File: src/rtl/stopwatch_counter.sv
// MM:SS stopwatch with start/stop, clear and lap-freeze control.
// Digits are BCD; the lap register holds the frozen display value.
module stopwatch_counter #(
  parameter int unsigned TICK_DIV = 50_000_000
) (
  input  logic       CLK,
  input  logic       RST_N,
  input  logic       MODE_ACTIVE,
  input  logic       BTN_START_STOP,
  input  logic       BTN_CLEAR,
  input  logic       BTN_LAP,
  output logic [3:0] STOPWATCH_3,
  output logic [3:0] STOPWATCH_2,
  output logic [3:0] STOPWATCH_1,
  output logic [3:0] STOPWATCH_0,
  output logic       RUNNING,
  output logic       LAP_ACTIVE,
  output logic       OVF
);

  localparam int unsigned PW = $clog2(TICK_DIV);
  localparam logic [PW-1:0] PRE_MAX = PW'(TICK_DIV - 1);

  typedef enum logic [1:0] {
    IDLE  = 2'd0,
    RUN   = 2'd1,
    PAUSE = 2'd2,
    LAP   = 2'd3
  } state_t;

  typedef struct packed {
    logic [3:0] m10;
    logic [3:0] m1;
    logic [3:0] s10;
    logic [3:0] s1;
  } mmss_t;

  state_t        state_q;
  state_t        state_d;
  logic [PW-1:0] pre_q;
  logic [PW-1:0] pre_d;
  mmss_t         cnt_q;
  mmss_t         cnt_d;
  mmss_t         cnt_inc;
  mmss_t         lap_q;
  mmss_t         lap_d;
  mmss_t         disp;
  logic          ovf_q;
  logic          ovf_d;
  logic          do_clear;
  logic          do_capture;
  logic          counting;
  logic          tick;
  logic          wrap;

  // Button decode: one pulse per cycle, CLEAR > START_STOP > LAP.
  always_comb begin
    state_d    = state_q;
    do_clear   = 1'b0;
    do_capture = 1'b0;
    if (MODE_ACTIVE) begin
      if (BTN_CLEAR) begin
        if (state_q == PAUSE) begin
          state_d  = IDLE;
          do_clear = 1'b1;
        end
      end else if (BTN_START_STOP) begin
        unique case (state_q)
          IDLE:    state_d = RUN;
          RUN:     state_d = PAUSE;
          LAP:     state_d = PAUSE;
          PAUSE:   state_d = RUN;
          default: state_d = IDLE;
        endcase
      end else if (BTN_LAP) begin
        unique case (state_q)
          RUN: begin
            state_d    = LAP;
            do_capture = 1'b1;
          end
          LAP:     state_d = RUN;
          default: state_d = state_q;
        endcase
      end
    end
  end

  // One-second BCD increment with 59:59 -> 00:00 wrap detect.
  always_comb begin
    cnt_inc = cnt_q;
    wrap    = 1'b0;
    if (cnt_q.s1 < 4'd9) begin
      cnt_inc.s1 = cnt_q.s1 + 4'd1;
    end else begin
      cnt_inc.s1 = 4'd0;
      if (cnt_q.s10 < 4'd5) begin
        cnt_inc.s10 = cnt_q.s10 + 4'd1;
      end else begin
        cnt_inc.s10 = 4'd0;
        if (cnt_q.m1 < 4'd9) begin
          cnt_inc.m1 = cnt_q.m1 + 4'd1;
        end else begin
          cnt_inc.m1 = 4'd0;
          if (cnt_q.m10 < 4'd5) begin
            cnt_inc.m10 = cnt_q.m10 + 4'd1;
          end else begin
            cnt_inc.m10 = 4'd0;
            wrap        = 1'b1;
          end
        end
      end
    end
  end

  // Prescaler, count, lap and overflow next values.
  always_comb begin
    counting = (state_q == RUN) || (state_q == LAP);
    tick     = counting && (pre_q == PRE_MAX);
    pre_d    = pre_q;
    cnt_d    = cnt_q;
    lap_d    = lap_q;
    ovf_d    = 1'b0;
    if (do_clear || (state_q == IDLE)) begin
      pre_d = '0;
    end else if (counting) begin
      pre_d = tick ? '0 : pre_q + 1'b1;
    end
    if (do_clear) begin
      cnt_d = '0;
    end else if (tick) begin
      cnt_d = cnt_inc;
      ovf_d = wrap;
    end
    if (do_capture) begin
      lap_d = cnt_q;
    end
  end

  // State and datapath registers with synchronous reset.
  always_ff @(posedge CLK) begin
    if (!RST_N) begin
      state_q <= IDLE;
      pre_q   <= '0;
      cnt_q   <= '0;
      lap_q   <= '0;
      ovf_q   <= 1'b0;
    end else begin
      state_q <= state_d;
      pre_q   <= pre_d;
      cnt_q   <= cnt_d;
      lap_q   <= lap_d;
      ovf_q   <= ovf_d;
    end
  end

  // Display source: frozen lap value in LAP, live count otherwise.
  always_comb begin
    disp       = (state_q == LAP) ? lap_q : cnt_q;
    RUNNING    = (state_q == RUN) || (state_q == LAP);
    LAP_ACTIVE = (state_q == LAP);
  end

  assign STOPWATCH_3 = disp.m10;
  assign STOPWATCH_2 = disp.m1;
  assign STOPWATCH_1 = disp.s10;
  assign STOPWATCH_0 = disp.s1;
  assign OVF         = ovf_q;

endmodule

File: config.mk
export PLATFORM = sky130hd
export DESIGN_NAME = stopwatch_counter
export DESIGN_NICKNAME = d
export VERILOG_FILES = /design/src/rtl/stopwatch_counter.sv
export SDC_FILE = /design/constraint.sdc
export NUM_CORES = 1
export LEC_CHECK = 0
export ABC_AREA = 1
export CAP_MARGIN = 20
export CORE_ASPECT_RATIO = 0.6
export CORE_MARGIN = 2
export CORE_UTILIZATION = 35
export CTS_CLUSTER_SIZE = 8
export DETAILED_ROUTE_END_ITERATION = 10
export GPL_TIMING_DRIVEN = 0
export PLACE_DENSITY = 0.57
export SLEW_MARGIN = 20
export SYNTH_ARGS = -nofsm -noshare
export SYNTH_HDL_FRONTEND = slang
export SYNTH_SLANG_ARGS = --single-unit
File: constraint.sdc
create_clock -name CLK -period 2.33 [get_ports CLK]
set_input_delay 0.466 -clock CLK [delete_from_list [all_inputs] [get_ports CLK]]
set_output_delay 0.466 -clock CLK [all_outputs]
set_load 0.05 [all_outputs]
==> metrics.txt <==
total wire length=8.29 mm; routed length per instance=13.1 microns; P per Cell Area=roughly 630 nW/um^2; area share of the largest cell type after synthesis=37.9%; Relative slew margins=between 60% and 70%; highest clock rate=454 MHz; VDD IR max=0.366 mV; syn_nets=approximately 500; most frequent cells in the layout=nand2_1, nor2_1, dfxtp_1, inv_1, a21oi_1; largest net degree at the start of global routing=11; Final setup viols=0; post-synth cell types=35; yosys warns=0; num rows=27; clock insertion delay at the later pin of the skew report=0.34 ns; WP data required=1.86 ns; Longest Clk Path Bufs=2; final core occ=a little over two fifths; core area=9050 sq um; antenna violations before repair=0; hpwl dp=6.22 mm; # port buffers=23; Slew Limit Fails=0; Least-Margin Pin Slew=around 0.57 ns; Clock transition at path regs=about 0.05 ns; chip width=128 microns; syn avg cell area=approximately 6.7 sq um; slowest library cell on the worst path=dfxtp_1; die area=10000 sq um; Vias=between 3000 and 4000; CP Cell Sequence=buf_4 -> nand2_1 -> inv_2 -> clkbuf_4 -> nand2_1 -> o21ai_0 -> buf_2; die height=78.3 microns; Startpoint Class=flip-flop; Total GRT Usage=approximately 18%; Final Cycle Share=94.6%; Crit Path Category=flip-flop to primary output; share of cells above drive strength 1=between 10% and 20%; first-pass GRT wire length=13.6 mm; sequential area share after synthesis=37.9%; H-tree level count=3; largest cells by area after synthesis=dfxtp_1, nand2_1, nor2_1; most common cell after layout, fill and taps aside=nand2_1; GPL Wtd Cong=around 0.84; Root Buffer=clkbuf_16; vias in the first global route=2762; Area Growth Syn to Fin=18.7%; Worst Path Arrival=1.74 ns; Placed Cells=619; Detailed Routing Iterations Pass 1=5; worst clock skew=about 0.0052 ns; Worst setup EP type=primary output; MaxCap Viol Count=0; Yosys reg bits=61; Detail Route Antenna Nets=0; Num CTS Buffers=9; Multi-input gate area=approximately 1700 sq um; fin cells=634; status=completed; critical path fanouts, max=10; Yosys top cell by area=dfxtp_1; fill count=between 900 and 1000; Tmin final=2.20 ns; Leakage=around 1.6 nW; Clock Sinks=61; DRT iter0 DRCs=258; Initial Util=around 36%; RSZ-0062 raised after global routing=no; register area=1220 sq um; nets=529; grt ovf=0; hold crit path type=input port to flip-flop; Final Hold Fails=0; n_diodes=0; Via density=4.98; CTS tree=yes; number of remaining DRC errors=0; CP peak stage delay=0.30 ns; crit-path most repeated cell=nand2_1; Mapped Cells=480; I/O pin cnt=25; mapped cell area=between 3000 and 4000 sq um
==> cell type report <==
| class | count | area share (%) |
|---|---|---|
| Multi-Input combinational cell | 344 | 44.2 |
| Buffer | 13 | 2.00 |
| Tap cell | 116 | 3.80 |
| Clock buffer | 14 | 7.17 |
| Inverter | 62 | 6.29 |
| Timing Repair Buffer | 23 | 4.42 |
| Sequential cell | 61 | 32.0 |
| Clock inverter | 1 | 0.131 |
==> metal layers <==
metal / vias to the layer above / GRT usage [%] / wire, microns
li1: 1617 / - / -
met1: 1435 / 26.5 / 4570
met2: 93 / 22.9 / 3020
met3: 10 / 6.00 / 606
met4: 0 / 5.49 / 95
met5: - / 0 / 0
==> Yosys cell counts (all sizes together) <==
| library cell | instances |
|---|---|
| inv | 61 |
| nor2 | 76 |
| clkbuf | 7 |
| a21oi | 42 |
| a21boi | 1 |
| a211oi | 2 |
| nand2 | 105 |
| o21ai | 48 |
| nor3b | 1 |
| xor2 | 3 |
| o211a | 1 |
| nor4 | 2 |
| dfxtp | 61 |
| or2 | 2 |
| nand4 | 9 |
| clkinv | 1 |
| xnor2 | 3 |
| and3 | 3 |
| buf | 6 |
| nand3 | 24 |
| ha | 9 |
| nor3 | 13 |
==> registers in the layout, summed over array words and instances, names as in the netlist <==
signal   count
state_q      2
pre_q       26
lap_q       16
cnt_q       16
OVF          1
==> power by group <==
part / internal [mW] / switching [mW] / leakage [nW] / total [mW]
sequential: 1.05 / 0.00376 / 0.491 / 1.05
combinational: 0.0264 / 0.0571 / 0.967 / 0.0835
clock: 0.799 / 0.463 / 0.139 / 1.26
==> metrics by stage <==
stage | hold WS, ns | setup TNS, ns | power [mW] | setup slack, ns | instance area [sq um]
2_1_floorplan | 0.458 | -2.70 | 1.13 | -0.300 | 3220
4_1_cts | 0.469 | 0 | 2.42 | 0.00641 | 3820
6_report | 0.473 | 0 | 2.40 | 0.126 | 3820
3_5_place_dp | 0.484 | -4.75 | 1.16 | -0.396 | 3590
3_3_place_gp | 0.471 | -4.61 | 1.16 | -0.391 | 3590
5_1_grt | 0.496 | 0 | 2.47 | 0.00252 | 3820
==> worst max-delay path, delay by kind of cell (launching register included) <==
kind / cells / cell delay [ns]
buffers and inverters: 4 / 0.83
DFF: 1 / 0.30
and+or+nand+nor: 2 / 0.17
AOI/OAI and AO/OA: 1 / 0.08
==> worst paths after layout <==
kind                   start        endpoint  slack (ns)  cells past startpoint
setup / recovery  state_q[0]  STOPWATCH_3[2]        0.13                      7
hold / removal         RST_N        lap_q[2]        0.47                      3
setup reg to reg    cnt_q[4]       cnt_q[14]        0.43                      9
hold reg to reg    pre_q[21]       pre_q[21]        0.49                      2
==> kinds of logic after synthesis <==
logic type | share of synthesized area [%]
simple gates | 32.0
buf+inv | 9.56
flops | 37.9
fa+ha+maj | 3.50
xor+xnor | 1.63
compound gates | 15.4
==> repair_timing <==
action	in CTS	in global routing
gates resized for setup	99	12
endpoints found under the setup margin	17	17
hold buffers	0	0
buffers inserted	0	0
endpoints found under the hold margin	0	0
gates cloned	0	0
Note: power is estimated with default switching activity, not from simulation.
